--- src/rtl/fp_pkg.sv ---
// fp_pkg: shared types and defaults for the floating-point extreme tracker.
//   state_e     - tracker FSM states (IDLE -> ACCUM -> HOLD -> IDLE)
//   mode_e      - packet tracking mode (MODE_MAX / MODE_MIN)
//   DEF_EXP_W   - default exponent field width
//   DEF_FRAC_W  - default fraction field width
package fp_pkg;

  localparam int DEF_EXP_W  = 4;
  localparam int DEF_FRAC_W = 8;

  typedef enum logic [1:0] {
    ST_IDLE  = 2'd0,
    ST_ACCUM = 2'd1,
    ST_HOLD  = 2'd2
  } state_e;

  typedef enum logic {
    MODE_MAX = 1'b0,
    MODE_MIN = 1'b1
  } mode_e;

endpackage

--- src/rtl/fp_cmp.sv ---
// fp_cmp: combinational sign-magnitude comparator for {sign, exp, frac} words.
//   a, b  - operands (sign=1 means negative)
//   agtb  - 1 when a is strictly greater than b
//   aeqb  - 1 when a equals b; +0 and -0 are treated as equal
module fp_cmp
  import fp_pkg::*;
#(
  parameter int EXP_W  = DEF_EXP_W,
  parameter int FRAC_W = DEF_FRAC_W
) (
  input  logic [EXP_W+FRAC_W:0] a,
  input  logic [EXP_W+FRAC_W:0] b,
  output logic                  agtb,
  output logic                  aeqb
);

  localparam int MW = EXP_W + FRAC_W;

  logic          sign_a;
  logic          sign_b;
  logic [MW-1:0] mag_a;
  logic [MW-1:0] mag_b;

  assign sign_a = a[MW];
  assign sign_b = b[MW];
  assign mag_a  = a[MW-1:0];
  assign mag_b  = b[MW-1:0];

  always_comb begin
    agtb = 1'b0;
    aeqb = 1'b0;
    if ((mag_a == '0) && (mag_b == '0)) begin
      // Zero of either sign: equal regardless of the sign bits.
      aeqb = 1'b1;
    end else if (a == b) begin
      aeqb = 1'b1;
    end else if (sign_a != sign_b) begin
      // Mixed signs: the non-negative operand wins. A lone -0 against a
      // positive value correctly loses here, and +0 beats any negative.
      agtb = !sign_a;
    end else if (!sign_a) begin
      agtb = (mag_a > mag_b);
    end else begin
      // Both negative: the smaller magnitude is the larger value.
      agtb = (mag_a < mag_b);
    end
  end

endmodule

--- src/rtl/fp_extreme_tracker.sv ---
// fp_extreme_tracker: finds the maximum or minimum sample of a packet and
// reports its value, zero-based position and the packet's sample count.
//   clk, reset        - clock and synchronous active-high reset
//   s_valid/s_ready   - input sample handshake
//   s_data, s_last    - sample word {sign, exp, frac} and end-of-packet flag
//   mode              - 0 tracks maximum, 1 tracks minimum (latched on first sample)
//   m_valid/m_ready   - result handshake
//   m_data            - extreme value of the packet
//   m_index           - position of the extreme (earliest wins on ties)
//   m_count           - samples in the packet, saturating at all-ones
module fp_extreme_tracker
  import fp_pkg::*;
#(
  parameter int EXP_W  = DEF_EXP_W,
  parameter int FRAC_W = DEF_FRAC_W,
  parameter int CNT_W  = 8
) (
  input  logic                      clk,
  input  logic                      reset,
  input  logic                      s_valid,
  output logic                      s_ready,
  input  logic [EXP_W+FRAC_W:0]     s_data,
  input  logic                      s_last,
  input  logic                      mode,
  output logic                      m_valid,
  input  logic                      m_ready,
  output logic [EXP_W+FRAC_W:0]     m_data,
  output logic [CNT_W-1:0]          m_index,
  output logic [CNT_W-1:0]          m_count
);

  localparam int W = 1 + EXP_W + FRAC_W;
  localparam logic [CNT_W-1:0] CNT_MAX = '1;

  state_e           state_reg, state_next;
  mode_e            mode_reg, mode_next;
  logic [W-1:0]     ext_reg, ext_next;
  logic [CNT_W-1:0] idx_reg, idx_next;
  logic [CNT_W-1:0] cnt_reg, cnt_next;
  logic [CNT_W-1:0] cnt_inc;

  logic new_gt;
  logic new_eq;
  logic new_wins;
  logic accept;

  // Sample is operand a, stored extreme is operand b.
  fp_cmp #(
    .EXP_W  (EXP_W),
    .FRAC_W (FRAC_W)
  ) u_cmp (
    .a    (s_data),
    .b    (ext_reg),
    .agtb (new_gt),
    .aeqb (new_eq)
  );

  // Strict comparison in both modes so ties keep the earlier sample.
  assign new_wins = (mode_reg == MODE_MAX) ? new_gt : (!new_gt && !new_eq);

  // Handshake outputs are suppressed while reset is asserted.
  assign s_ready = !reset && (state_reg != ST_HOLD);
  assign m_valid = !reset && (state_reg == ST_HOLD);
  assign accept  = s_valid && s_ready;

  // Saturating count; the pre-increment value doubles as the new sample's
  // index, so saturated samples that win record index CNT_MAX.
  assign cnt_inc = (cnt_reg == CNT_MAX) ? CNT_MAX : cnt_reg + CNT_W'(1);

  assign m_data  = ext_reg;
  assign m_index = idx_reg;
  assign m_count = cnt_reg;

  always_comb begin
    state_next = state_reg;
    mode_next  = mode_reg;
    ext_next   = ext_reg;
    idx_next   = idx_reg;
    cnt_next   = cnt_reg;
    case (state_reg)
      ST_IDLE: begin
        if (accept) begin
          ext_next   = s_data;
          idx_next   = '0;
          cnt_next   = CNT_W'(1);
          mode_next  = mode_e'(mode);
          state_next = s_last ? ST_HOLD : ST_ACCUM;
        end
      end
      ST_ACCUM: begin
        if (accept) begin
          cnt_next = cnt_inc;
          if (new_wins) begin
            ext_next = s_data;
            idx_next = cnt_reg;
          end
          if (s_last) begin
            state_next = ST_HOLD;
          end
        end
      end
      ST_HOLD: begin
        if (m_valid && m_ready) begin
          state_next = ST_IDLE;
        end
      end
      default: begin
        state_next = ST_IDLE;
      end
    endcase
  end

  always_ff @(posedge clk) begin
    if (reset) begin
      state_reg <= ST_IDLE;
      mode_reg  <= MODE_MAX;
      ext_reg   <= '0;
      idx_reg   <= '0;
      cnt_reg   <= '0;
    end else begin
      state_reg <= state_next;
      mode_reg  <= mode_next;
      ext_reg   <= ext_next;
      idx_reg   <= idx_next;
      cnt_reg   <= cnt_next;
    end
  end

endmodule

--- config.mk ---
export PLATFORM = sky130hd
export DESIGN_NAME = fp_extreme_tracker
export DESIGN_NICKNAME = d
export VERILOG_FILES = /design/src/rtl/fp_pkg.sv /design/src/rtl/fp_cmp.sv /design/src/rtl/fp_extreme_tracker.sv
export SDC_FILE = /design/constraint.sdc
export NUM_CORES = 1
export LEC_CHECK = 0
export ABC_AREA = 1
export CAP_MARGIN = 20
export CORE_MARGIN = 4
export CORE_UTILIZATION = 49
export DETAILED_ROUTE_END_ITERATION = 8
export PLACE_DENSITY = 0.86
export SETUP_SLACK_MARGIN = 0.2
export SLEW_MARGIN = 10
export SYNTH_ARGS = -nofsm -noshare
export SYNTH_HDL_FRONTEND = slang
export SYNTH_SLANG_ARGS = --single-unit
--- constraint.sdc ---
create_clock -name clk -period 2.5 [get_ports clk]
set_input_delay 0.75 -clock clk [delete_from_list [all_inputs] [get_ports clk]]
set_output_delay 0.75 -clock clk [all_outputs]
set_load 0.02 [all_outputs]
==> impl_metrics.tcl <==
set metrics [dict create \
    outcome "finished, final reports clean" \
    synth_top_area_share_pct 32.3 \
    nets 403 \
    yosysSeqAreaShare_pct 32.3 \
    ant_nets 0 \
    hp-start "mode_reg" \
    tightest_slew_ps 340 \
    die_w_um 71.6 \
    synth_area_leaders "dfxtp_1 32%, nand2_1 13%, a21oi_1 8.8%" \
    vias 2266 \
    hold_viol 0 \
    irDropWorstVdd_mv 0.355 \
    start_util_pct 52.6 \
    grt_first_pass_wirelength_um 9330 \
    track_usage_pct 22.8 \
    synth_seq_cells 32 \
    drc 0 \
    synthCells 299 \
    crit_type "primary input to flip-flop" \
    grt_max_degree 43 \
    cts_root_buffer "clkbuf_8" \
    row_count 22 \
    die_area_um2 5130 \
    slowest_delay_ps 250 \
    final_layout_size_suffix_gt1_share_pct 23.7 \
    skew_ps 4.90 \
    setup_tns_ps 0 \
    antenna_found_initial 0 \
    syn-cell-area_um2 1980 \
    min_path_cells 2 \
    clock_sinks 32 \
    period_share_pct 92.8 \
    crit_top_cell "nand2_1" \
    largest_reg_flops 13 \
    routed_wl_um 5860 \
    reg2reg_to "m_data[3]" \
    place_congestion 0.890 \
    critPathMaxFanout 7 \
    slowest_stage "ha_4" \
    worstSetupStartpointType "primary input" \
    htree_levels 2 \
    synth_cell_types 26 \
    yosysWarnings 0 \
    cp_data_arrival_time_ps 2500 \
    hold_path_class "flip-flop to flip-flop" \
    syn_nets 331 \
    antennaDiodeCount 0 \
    min_to "mode_reg" \
    r2r_start "m_data[6]" \
    clk_pin_slew_ps 70 \
    dp_hpwl_um 3590 \
    slew_headroom_pct 77.1 \
    crit_required_ps 2680 \
    rsz0062_at_grt "yes" \
    grt.overflow.total 0 \
    drv_slew 0 \
    drt_pass1_iterations 4 \
    drtIter0Drc 115 \
    setup_viol 0 \
    clk_latency_ps 290 \
    grt_pass1_vias 2102 \
    core_um2 3770 \
    power.leakage_nw 1.32 \
    power.total_mw 1.73 \
    wire_per_inst_um 14.0 \
    via_per_inst 5.40 \
    r2r_cells 17 \
    crit_chain "buf_6 -> ha_4 -> nand4_1 -> nor2_2 -> nand2_1 -> nand3_2 -> nand2_2 -> nand2_2 -> nand2_1 -> nand2_1 -> nand2_1 -> nand2_2 -> nand2_4 -> buf_12 -> buf_16 -> a21oi_1 -> nor2_1" \
    rrSetupSlack_ps 230 \
    cts_tree "built" \
    min_period_ps 2320 \
    clock.fmax_mhz 431 \
    area_growth_pct 53.1 \
    p_per_area_nw_per_um2 570 \
    yosysTopAreaCell "dfxtp_1" \
    drv_cap 0 \
    cts_made_buffers 5 \
    clk_path_buf_depth 2 \
    num_io_pins 50 \
    syn_area_per_cell_um2 6.63 \
    portBuffers 49 \
    endpoint_kind "flip-flop" \
    die_h_um 71.6 \
]
==> layer usage <==
metal / wire (µm) / vias up / global-route usage [%] / share of wire (%)
met5: 0 / - / 0 / 0
met4: 146 / 0 / 6.89 / 2.5
met3: 326 / 20 / 5.19 / 5.6
met2: 2900 / 74 / 40.1 / 49
met1: 2490 / 1065 / 27.4 / 43
li1: - / 1107 / - / -
==> per-stage QoR <==
stage	setup WS, ps	std cells	utilization [%]	cell area (µm²)	hold slack, ps
floorplan	303	299	-	1980	444
global placement	-269	405	70.4	2660	465
detailed placement	-305	405	70.4	2660	478
CTS	123	418	78.6	2960	487
global route	50.4	420	80.5	3040	525
finish	179	420	80.5	3040	488
==> what timing repair did <==
item                                    4_1_cts  5_1_grt
hold buffers                                  0        0
buffers inserted                              2        2
resized for setup                            63       37
pin swaps                                    19       21
cloned                                        3        0
endpoints found under the setup margin       23       22
==> worst max-delay path, delay by kind of cell <==
family | cells | cell delay (ps)
AOI/OAI and AO/OA | 1 | 170
adders and majority gates | 1 | 250
and+or+nand+nor | 12 | 940
buffers and inverters | 3 | 370
==> cells in the final DEF (no fill, tap or decap), drive strengths merged <==
cell type / Yosys / routed
nand4: 2 / 2
nand3: 15 / 15
nor2: 40 / 40
buf: 7 / 37
nand3b: 13 / 13
clkdlybuf4s50: 0 / 35
o21ai: 9 / 9
dfxtp: 32 / 32
a21o: 1 / 1
a21oi: 35 / 35
a31oi: 1 / 1
inv: 40 / 40
bufinv: 0 / 1
clkinv: 0 / 1
ha: 13 / 13
nor3: 2 / 2
xnor2: 1 / 1
clkbuf: 4 / 10
nand2: 74 / 74
xor2: 4 / 4
nor4: 6 / 6
==> area by class of cell <==
class | instances | area, µm²
fillers | 244 | 734
clock buffers | 6 | 72.6
clock inverters | 2 | 35.0
flip-flops and latches | 32 | 642
well taps | 48 | 60.1
repair buffers | 76 | 771
inverters | 40 | 153
multi-input cells | 216 | 1300
==> cells in the mapped netlist, drive strengths merged <==
| cell type | count |
|---|---|
| ha | 13 |
| nor2 | 40 |
| xor2 | 4 |
| dfxtp | 32 |
| xnor2 | 1 |
| a21o | 1 |
| o21ai | 9 |
| clkbuf | 4 |
| nor4 | 6 |
| nand2 | 74 |
| nand3b | 13 |
| nand3 | 15 |
| a21oi | 35 |
| inv | 40 |
| a31oi | 1 |
| buf | 7 |
| nor3 | 2 |
| nand4 | 2 |
==> where the power goes <==
part	total, mW	switching (mW)	internal, mW
Combinational	0.642	0.326	0.316
Clock	0.490	0.194	0.295
Sequential	0.599	0.0441	0.555
Total	1.73	0.564	1.17
==> cell families after synthesis <==
family                     count (synthesis)  synth area share [%]
AOI/OAI and AO/OA                         46                  11.8
adders and majority gates                 13                  8.20
DFF                                       32                  32.3
and+or+nand+nor                          152                  34.6
xor gates and xnor gates                   5                  2.21
buffers and inverters                     51                  10.9
==> worst max-delay path by stage <==
| stage | end | cells after the start | start |
|---|---|---|---|
| global route | m_data[3] | 17 | s_data[6] |
| global placement | m_index[4] | 19 | s_data[11] |
| floorplan | m_data[12] | 16 | s_data[11] |
| finish | m_data[3] | 17 | s_data[6] |
| detailed placement | m_data[12] | 19 | s_data[11] |
| CTS | s_ready | 3 | reset |
Power figures use the tool's default switching activity.
